[src/rtl/arb_pkg.sv]
`default_nettype none
// ============================================================================
//  Module      : arb_pkg
//  Description : Shared types, sizes and helpers for the round-robin
//                priority arbiter.
//  Revision    : 1.0 - initial release
// ============================================================================
package arb_pkg;

    // Number of requesters and width of a binary requester index.
    localparam int N     = 8;
    localparam int IDX_W = 3;

    typedef logic [N-1:0]     req_vec_t;
    typedef logic [IDX_W-1:0] idx_t;

    typedef enum logic [0:0] {
        IDLE  = 1'b0,
        GRANT = 1'b1
    } arb_state_t;

    // Keeps bits at or above position p and clears everything below it.
    // This gives the "search from here upward" window used by the arbiter.
    function automatic req_vec_t mask_from(input idx_t p);
        req_vec_t m;
        for (int i = 0; i < N; i++) begin
            m[i] = (i >= int'(p));
        end
        return m;
    endfunction

    // Binary index to one-hot vector.
    function automatic req_vec_t onehot(input idx_t i);
        req_vec_t v;
        v    = '0;
        v[i] = 1'b1;
        return v;
    endfunction

endpackage : arb_pkg
`default_nettype wire

[src/rtl/prio_enc8.sv]
`default_nettype none
// ============================================================================
//  Module      : prio_enc8
//  Description : Combinational 8-bit priority encoder; reports the index of
//                the lowest set bit and whether any bit is set.
//  Revision    : 1.0 - initial release
// ============================================================================
module prio_enc8
    import arb_pkg::*;
(
    input  req_vec_t vec,
    output idx_t     idx,
    output logic     any
);

    // Scan from the top down so the lowest set bit is the last to win.
    always_comb begin
        idx = '0;
        any = |vec;
        for (int i = N - 1; i >= 0; i--) begin
            if (vec[i]) begin
                idx = IDX_W'(i);
            end
        end
    end

endmodule : prio_enc8
`default_nettype wire

[src/rtl/rr_prio_arbiter.sv]
`default_nettype none
// ============================================================================
//  Module      : rr_prio_arbiter
//  Description : 8-way round-robin arbiter with hold/lock handshake. A
//                grantee keeps the grant while its request stays high; it is
//                rotated off after MAX_HOLD cycles only when another
//                requester is waiting. All outputs are registered.
//  Revision    : 1.0 - initial release
// ============================================================================
module rr_prio_arbiter
    import arb_pkg::*;
#(
    parameter int MAX_HOLD = 4      // legal range 1..15
) (
    input  logic           clk,
    input  logic           reset,
    input  logic [N-1:0]   req,
    output logic [N-1:0]   grant,
    output logic           grant_valid,
    output logic [IDX_W-1:0] grant_idx
);

    localparam logic [3:0] C_MAX_HOLD = 4'(MAX_HOLD);

    // ------------------------------------------------------------------
    // State
    // ------------------------------------------------------------------
    arb_state_t state_q, state_d;
    idx_t       ptr_q,   ptr_d;
    idx_t       idx_q,   idx_d;
    req_vec_t   grant_q, grant_d;
    logic       valid_q, valid_d;
    logic [3:0] hold_q,  hold_d;

    // ------------------------------------------------------------------
    // Selection datapath
    // ------------------------------------------------------------------
    idx_t     next_ptr;     // line after the current grantee (wraps 7->0)
    idx_t     search_start; // where the round-robin search begins
    req_vec_t cand;         // requesters eligible for a new grant
    req_vec_t cand_masked;  // eligible requesters at or above search_start
    idx_t     idx_masked;
    idx_t     idx_full;
    logic     any_masked;
    logic     any_full;
    idx_t     sel_idx;
    logic     others_waiting;

    // Search-window setup. Excluding the current grantee from the candidates
    // is harmless on release (its request is already low) and exactly what
    // forced rotation needs; in IDLE grant_q is zero so nothing is excluded.
    always_comb begin
        next_ptr       = idx_q + idx_t'(1);
        search_start   = (state_q == GRANT) ? next_ptr : ptr_q;
        cand           = req & ~grant_q;
        cand_masked    = cand & mask_from(search_start);
        others_waiting = |cand;
    end

    prio_enc8 u_enc_masked (
        .vec (cand_masked),
        .idx (idx_masked),
        .any (any_masked)
    );

    prio_enc8 u_enc_full (
        .vec (cand),
        .idx (idx_full),
        .any (any_full)
    );

    // Prefer the first candidate at/after the start point; if none exists
    // the search wraps and the lowest candidate overall wins.
    always_comb begin
        sel_idx = any_masked ? idx_masked : idx_full;
    end

    // ------------------------------------------------------------------
    // Next-state logic: grant, release, forced rotation and hold
    // ------------------------------------------------------------------
    always_comb begin
        state_d = state_q;
        ptr_d   = ptr_q;
        idx_d   = idx_q;
        grant_d = grant_q;
        valid_d = valid_q;
        hold_d  = hold_q;

        case (state_q)
            IDLE: begin
                if (|req) begin
                    state_d = GRANT;
                    idx_d   = sel_idx;
                    grant_d = onehot(sel_idx);
                    valid_d = 1'b1;
                    hold_d  = 4'd1;
                end
            end

            GRANT: begin
                if (!req[idx_q]) begin
                    // Grantee released: hand off directly with no bubble.
                    ptr_d = next_ptr;
                    if (any_full) begin
                        idx_d   = sel_idx;
                        grant_d = onehot(sel_idx);
                        valid_d = 1'b1;
                        hold_d  = 4'd1;
                    end else begin
                        state_d = IDLE;
                        idx_d   = '0;
                        grant_d = '0;
                        valid_d = 1'b0;
                        hold_d  = 4'd0;
                    end
                end else if ((hold_q == C_MAX_HOLD) && others_waiting) begin
                    // Hold budget spent and someone else is waiting.
                    ptr_d   = next_ptr;
                    idx_d   = sel_idx;
                    grant_d = onehot(sel_idx);
                    valid_d = 1'b1;
                    hold_d  = 4'd1;
                end else begin
                    // Keep the grant; the counter saturates so a sole
                    // requester can hold indefinitely.
                    if (hold_q < C_MAX_HOLD) begin
                        hold_d = hold_q + 4'd1;
                    end
                end
            end

            default: begin
                state_d = IDLE;
                idx_d   = '0;
                grant_d = '0;
                valid_d = 1'b0;
                hold_d  = 4'd0;
            end
        endcase
    end

    // State registers with synchronous reset that overrides any grant.
    always_ff @(posedge clk) begin
        if (reset) begin
            state_q <= IDLE;
            ptr_q   <= '0;
            idx_q   <= '0;
            grant_q <= '0;
            valid_q <= 1'b0;
            hold_q  <= 4'd0;
        end else begin
            state_q <= state_d;
            ptr_q   <= ptr_d;
            idx_q   <= idx_d;
            grant_q <= grant_d;
            valid_q <= valid_d;
            hold_q  <= hold_d;
        end
    end

    // Outputs come straight from flops; no combinational path from req.
    always_comb begin
        grant       = grant_q;
        grant_valid = valid_q;
        grant_idx   = idx_q;
    end

endmodule : rr_prio_arbiter
`default_nettype wire

[config.mk]
export PLATFORM = sky130hd
export DESIGN_NAME = rr_prio_arbiter
export DESIGN_NICKNAME = d
export VERILOG_FILES = /design/src/rtl/arb_pkg.sv /design/src/rtl/prio_enc8.sv /design/src/rtl/rr_prio_arbiter.sv
export SDC_FILE = /design/constraint.sdc
export NUM_CORES = 1
export LEC_CHECK = 0
export ABC_CLOCK_PERIOD_IN_PS = 5200
export BUFFER_PORTS_ARGS = -buffer_cell sky130_fd_sc_hd__buf_2
export CORE_MARGIN = 5
export CORE_UTILIZATION = 30
export CTS_CLUSTER_SIZE = 30
export DETAILED_ROUTE_END_ITERATION = 10
export SETUP_SLACK_MARGIN = 0.5
export SLEW_MARGIN = 20
export SYNTH_ARGS = -nofsm -noshare
export SYNTH_HDL_FRONTEND = slang
export SYNTH_HIERARCHICAL = 1
export SYNTH_SLANG_ARGS = --single-unit
[constraint.sdc]
create_clock -name clk -period 5.2 [get_ports clk]
set_input_delay 0.52 -clock clk [delete_from_list [all_inputs] [get_ports clk]]
set_output_delay 0.52 -clock clk [all_outputs]
set_load 0.05 [all_outputs]
==> results of run 1 <==
==> registers in the layout, summed over array words and instances (netlist names) <==
| signal | count |
|---|---|
| grant_valid | 1 |
| grant_idx | 3 |
| hold_q | 4 |
| grant | 8 |
| state_q | 1 |
| ptr_q | 3 |
==> cell type report <==
type	instances	area share, %
inverter	10	2.370
multi-input combinational	120	58.14
clock buffer	4	3.476
timing repair buffer	21	6.635
sequential	20	25.28
tap	52	4.107
==> worst register-to-register path: stages (launching register included) <==
cell and delay, ns:
dfxtp_1 0.56, ha_1 0.24, xnor2_1 0.08, a21oi_1 0.40, a21boi_0 0.26, nor4_2 0.35
nand3_1 0.22, mux2i_1 0.41, nor2b_1 0.26, a22o_1 0.15
==> cells in the final DEF, fill, tap and decap left out, drive strengths merged, types with 3 or more instances in the layout <==
master  instances
nor4            7
nand2           9
nor2b           8
o21ai           5
buf            21
nor3b           3
a21boi          5
clkbuf          4
a22o            8
nor2           15
nand3           5
and2b           7
a21oi           4
inv            10
dfxtp          20
mux2i           9
ha              3
==> routing by layer <==
metal	vias to the layer above	GRT usage, %	part of all wire [%]
met3	6	2.894	5.1
met1	576	16.89	49
met4	0	4.296	1.7
met2	34	17.61	44
met5	-	0	0
li1	605	-	-
==> metrics by stage <==
stage / power, mW / hold slack [ns] / instances / cell area (sq um)
after floorplan: 0.5079 / 0.4442 / 153 / 1381
after global placement: 0.5851 / 0.4284 / 223 / 1529
after detailed placement: 0.5847 / 0.4377 / 223 / 1529
after CTS: 0.7074 / 0.4483 / 227 / 1584
after global routing: 0.7548 / 0.4705 / 227 / 1584
final: 0.7029 / 0.4457 / 227 / 1584
==> cells in the mapped netlist (2+ instances only) <==
master	count
nor2_1	13
nor4_1	2
nor3b_1	3
and2b_1	6
ha_1	3
nor2_2	2
dfxtp_1	20
nand3_1	5
o41ai_1	2
a22o_1	8
nor3_1	2
inv_1	9
nand2_1	8
o21ai_2	3
and2_1	2
a21oi_1	4
a31oi_1	2
nor2b_1	7
o21bai_1	2
and3b_1	2
a21boi_0	5
o21ai_0	2
mux2i_1	9
nor4_2	4
==> worst max path at each step <==
stage | startpoint | endpoint | slack, ns | cells past startpoint
global route | grant_idx[0] | grant[4] | 1.86 | 9
floorplan | grant_idx[1] | grant[7] | 2.38 | 9
global placement | grant_idx[0] | grant[4] | 2.34 | 9
CTS | grant_idx[0] | grant[3] | 2.23 | 9
detailed placement | grant_idx[0] | grant[3] | 2.27 | 9
finish | grant_idx[0] | grant[3] | 2.22 | 9
==> power by group through the flow <==
stage          Clock (mW)  Sequential, mW  Combinational [mW]
4_1_cts             0.124           0.225               0.358
2_1_floorplan           0           0.290               0.218
6_report            0.121           0.225               0.357
3_5_place_dp            0           0.229               0.356
3_3_place_gp            0           0.229               0.356
5_1_grt             0.132           0.231               0.392
==> cells by family (layout without fill, tap and decap cells) <==
logic type	after synthesis	after routing	synth area share, %
AO/OA/AOI/OAI	39	39	23.55
XOR/XNOR	1	1	0.6342
adder cells (fa/ha/maj)	3	3	2.718
buffers and inverters	13	35	4.347
flip-flops	20	20	28.99
multiplexers	10	10	7.337
AND/OR/NAND/NOR	67	67	32.43
==> results by group, run 1 <==
Status
  – Outcome: finished clean

Finish
  – Proportion of layout cells with a drive suffix above 1: about 28%
  – Final-stage net count: 189
  – P&R area growth vs syn: 14.67%
  – Area of the multi-input gates: approximately 920 sq um
  – Number of fill cells: approximately 470
  – Fin util: 35.88%
  – Storage cell area: between 400 and 500 sq um
  – N_diodes: 0

Global route
  – Pin count of the biggest net entering global routing: 15
  – Vias in the first global route: around 1.2k
  – GRT overflow: 0
  – Initial antenna violation count: 0
  – First-pass GRT wire length: between 5000 and 6000 um
  – Global Route Usage Sum: a little under an eighth

Critical path
  – Crit path DAT: 3.19 ns
  – Reg2Reg Depth: 9
  – Largest stage delay on the critical path: about 0.56 ns
  – Buffers plus inverters on the worst setup path: 0
  – Crit path cell chain: ha_1, xnor2_1, a21oi_1, a21boi_0, nor4_2, nand3_1, mux2i_1, nor2b_1, a22o_1
  – Worst Setup End Kind: flop
  – CP Max Fanout: 10
  – Critical Path RT: between 5 and 6 ns
  – Worst Setup Start Kind: flop
  – Crit-path leading delay family: simple AND/OR/NAND/NOR gates
  – Worst reg2reg setup slack: around 2.2 ns
  – Crit path max-delay cell type: dfxtp_1
  – CP Class: reg2reg
  – R2r startpoint: grant_idx[0]
  – R2R Path End: grant[3]

Die
  – Full die area: a little over 6000 sq um
  – IO Pins: 22
  – Die X: ~78 um
  – Initial cell density of the core: a little under a third
  – Core area: 4414 sq um
  – Chip height: between 70 and 80 um
  – # rows: 24

Timing
  – Slew Viols, Final: 0
  – Top achievable clock speed: ~340 MHz
  – Fin. Hold Viols: 0
  – Setup Skew: 0.002439 ns
  – Slew headroom: around a third
  – RSZ-0062 raised after global routing: false
  – Setup ws final: ~2.2 ns
  – Min cycle time layout: around 3.0 ns
  – Worst Tran Pin Value: between 0.9 and 1 ns
  – Setup TNS: 0 ns
  – Finish-stage setup viols: 0
  – Final period util: between 50% and 60%

Worst hold path
  – Worst Hold End: grant_valid
  – Min-delay src: grant_valid
  – Class of the tightest hold or removal check: reg2reg
  – Hold path cells: 2

Yosys
  – Synth top area cells: dfxtp_1, mux2i_1, a22o_1
  – Post-synthesis area per instance: between 9 and 10 sq um
  – Asr flop ratio synth: 0%
  – Primary flip-flop cell chosen by synthesis mapping: dfxtp_1
  – #FFs+latches synth: 20
  – Yosys warns: 6
  – Mapped Nets: about 170
  – Post-synth EDFFs: 0
  – Synth unique cells: between 50 and 60
  – Area leader, netlist: dfxtp_1
  – Share of the synthesized area in the top cell type: ~29%
  – Area of the mapped netlist: 1381 sq um
  – Post-Synthesis Cells: 153
  – Sequential area share after synthesis: between 20 and 30%

CTS
  – Num CTS Buffers: 3
  – Maximum buffer depth of the clock tree: 2
  – Clock latency on the worst-skew pair: 0.26 ns
  – Clock transition at path regs: approximately 0.080 ns
  – # clock sinks: 20
  – CTS tree: done
  – Postcts setup bufs: 0
  – Htree depth: 1
  – # resized after CTS: 0
  – CTS root buf: clkbuf_8
  – Number of hold buffers added after cts: 0

Pwr
  – Internal: about 0.38 mW
  – Cell Pwr Density: around 440 nW/um^2
  – Part of the power in registers: about a third
  – P_sw: around 0.33 mW
  – Switching share of total power: approximately 46%
  – Clk pwr share: between 10% and 20%
  – Leakage power: ~0.67 nW
  – Combinational share of power: 50.8%
  – Worst vdd rail ir drop: ~160 uV

Placement
  – Pre-CTS setup slack: about 2.3 ns
  – I/O Buffers: 21
  – GPL Wtd Cong: around 0.83
  – Detail Placement HPWL: 2688 um

Run
  – Max-cap viol count: 0

Route
  – Detailed-router iteration count before antenna repair: 4
  – Vias: between 1k and 1.5k
  – Initial DRC Count: 82
  – Post-route ant nets: 0
  – Drt via density: 5.379
  – Drt wl/cell: 15.15 um
  – DRC: 0
  – WL final: 3439 um
Power figures use the tool's default switching activity.
==> run 2: changes to the inputs <==
--- a/config.mk
+++ b/config.mk
@@ -5,7 +5,7 @@
 export SDC_FILE = /design/constraint.sdc
 export NUM_CORES = 1
 export LEC_CHECK = 0
-export ABC_CLOCK_PERIOD_IN_PS = 5200
+export ABC_CLOCK_PERIOD_IN_PS = 2750
 export BUFFER_PORTS_ARGS = -buffer_cell sky130_fd_sc_hd__buf_2
 export CORE_MARGIN = 5
 export CORE_UTILIZATION = 30
==> constraint.sdc (replaced) <==
create_clock -name clk -period 2.75 [get_ports clk]
set_input_delay 0.275 -clock clk [delete_from_list [all_inputs] [get_ports clk]]
set_output_delay 0.275 -clock clk [all_outputs]
set_load 0.05 [all_outputs]
==> results by group, run 2 (synthesis results as in run 1) <==
Status
  – Outcome: finished clean

Route
  – Vias: around 1.3k
  – Detailed-router iteration count before antenna repair: 4
  – Initial DRC Count: 36
  – DRC: 0
  – WL final: just under 4000 um
  – Drt via density: 5.240
  – Post-route ant nets: 0
  – Drt wl/cell: roughly 16 um

Global route
  – Vias in the first global route: roughly 1.3k
  – Initial antenna violation count: 0
  – Global Route Usage Sum: 13.49%
  – Pin count of the biggest net entering global routing: 15
  – GRT overflow: 0
  – First-pass GRT wire length: 6548 um

Die
  – Chip height: approximately 78 um
  – Full die area: approximately 6100 sq um
  – IO Pins: 22
  – Die X: roughly 78 um
  – # rows: 24
  – Initial cell density of the core: 31.29%
  – Core area: approximately 4400 sq um

Timing
  – Finish-stage setup viols: 0
  – Worst Tran Pin Value: about 0.66 ns
  – Top achievable clock speed: 421.0 MHz
  – Setup Skew: ~0.0070 ns
  – Setup TNS: 0 ns
  – RSZ-0062 raised after global routing: true
  – Slew Viols, Final: 0
  – Slew headroom: around 56%
  – Setup ws final: between 0.3 and 0.4 ns
  – Final period util: a little under nine tenths
  – Min cycle time layout: 2.375 ns
  – Fin. Hold Viols: 0

Worst hold path
  – Hold path cells: 2
  – Min-delay src: reset
  – Worst Hold End: ptr_q[2]
  – Class of the tightest hold or removal check: in2reg

Placement
  – I/O Buffers: 21
  – Detail Placement HPWL: around 2900 um
  – GPL Wtd Cong: 0.8523
  – Pre-CTS setup slack: 0.2132 ns

Critical path
  – R2r startpoint: grant_idx[0]
  – Crit path max-delay cell type: nor4_4
  – Worst Setup End Kind: flop
  – Crit-path leading delay family: compound AO/OA/AOI/OAI gates
  – Largest stage delay on the critical path: 0.37 ns
  – Reg2Reg Depth: 9
  – R2R Path End: grant[4]
  – CP Max Fanout: 7
  – Worst reg2reg setup slack: roughly 0.37 ns
  – Crit path cell chain: ha_4, xnor2_4, a21oi_4, a21boi_2, nor4_4, nand3_4, mux2i_4, o211a_4, a22o_1
  – Critical Path RT: roughly 3 ns
  – Crit path DAT: 2.54 ns
  – Worst Setup Start Kind: flop
  – Buffers plus inverters on the worst setup path: 0
  – CP Class: reg2reg

CTS
  – CTS root buf: clkbuf_8
  – Htree depth: 1
  – CTS tree: done
  – Num CTS Buffers: 3
  – Clock latency on the worst-skew pair: 0.27 ns
  – Maximum buffer depth of the clock tree: 2
  – # clock sinks: 20
  – Clock transition at path regs: ~0.08 ns

Pwr
  – Internal: 0.9670 mW
  – Part of the power in registers: between 20% and 30%
  – P_sw: ~0.75 mW
  – Leakage power: around 0.78 nW
  – Switching share of total power: between 40% and 50%
  – Cell Pwr Density: just under 900 nW/um^2
  – Worst vdd rail ir drop: approximately 450 uV
  – Power, Total: about 1.7 mW
  – Clk pwr share: between 10% and 20%
  – Combinational share of power: between 50% and 60%

Finish
  – Max reg flops: 8
  – Most frequent cells in the layout: buf_2, dfxtp_1, buf_4, nor2_1
  – Final-stage net count: approximately 200
  – P&R area growth vs syn: 39.95%
  – N_diodes: 0
  – Proportion of layout cells with a drive suffix above 1: between 40 and 50%
  – Commonest non-fill, non-tap cell in the layout: buf_2

Run
  – Max-cap viol count: 0
## run 2: changes by cell type in the layout (fill, tap and decap cells not counted), sizes merged
cell    previous run  this run
bufinv             0         1
clkbuf             4         3
buf               21        36
## run 2: layout make-up
class	count	area [sq um]
timing repair buffer	36	217.7
tap	52	65.06
sequential	20	412.9
clock buffer	3	41.29
inverter	10	37.54
fill	417	2481
multi-input combinational	120	1129
clock inverter	1	30.03
## run 2: power by group through the flow
stage	clock network, mW	registers, mW	logic (mW)
after global routing	0.319	0.430	1.07
after floorplan	0	0.563	0.448
after CTS	0.306	0.417	0.966
after global placement	0	0.439	0.723
final	0.298	0.419	1.00
after detailed placement	0	0.441	0.725
## run 2: worst max-delay path by stage
stage | depth (start not counted) | start | endpoint | slack [ns]
after floorplan | 7 | grant[4] | grant[7] | 0.51
final | 9 | grant_idx[0] | grant[4] | 0.37
after global placement | 9 | grant_idx[0] | grant[3] | 0.27
after global routing | 11 | grant_idx[1] | grant[4] | 0.26
after detailed placement | 9 | grant_idx[0] | grant[3] | 0.21
after CTS | 9 | grant_idx[0] | grant[4] | 0.39
## run 2: timing repair
action / CTS / global route
buffers inserted: 11 / 2
hold buffers: 0 / 0
endpoints found under the setup margin: 14 / 12
pin swaps: 16 / 3
gates resized for setup: 23 / 6
## run 2: stage by stage
step                utilization (%)  instance area (sq um)  hold slack, ns  std cells
global route                  43.79                   1933          0.3226        242
detailed placement            36.34                   1604          0.4392        225
finish                        43.79                   1933          0.3113        242
floorplan                         -                   1441          0.3441        153
CTS                           42.94                   1896          0.3086        240
global placement              36.34                   1604          0.4273        225
## run 2: per-layer routing
metal	part of all wire, %	GRT usage (%)
met2	50	23.87
met1	44	16.41
met3	4.1	3.125
met5	0	0
met4	1.0	3.093
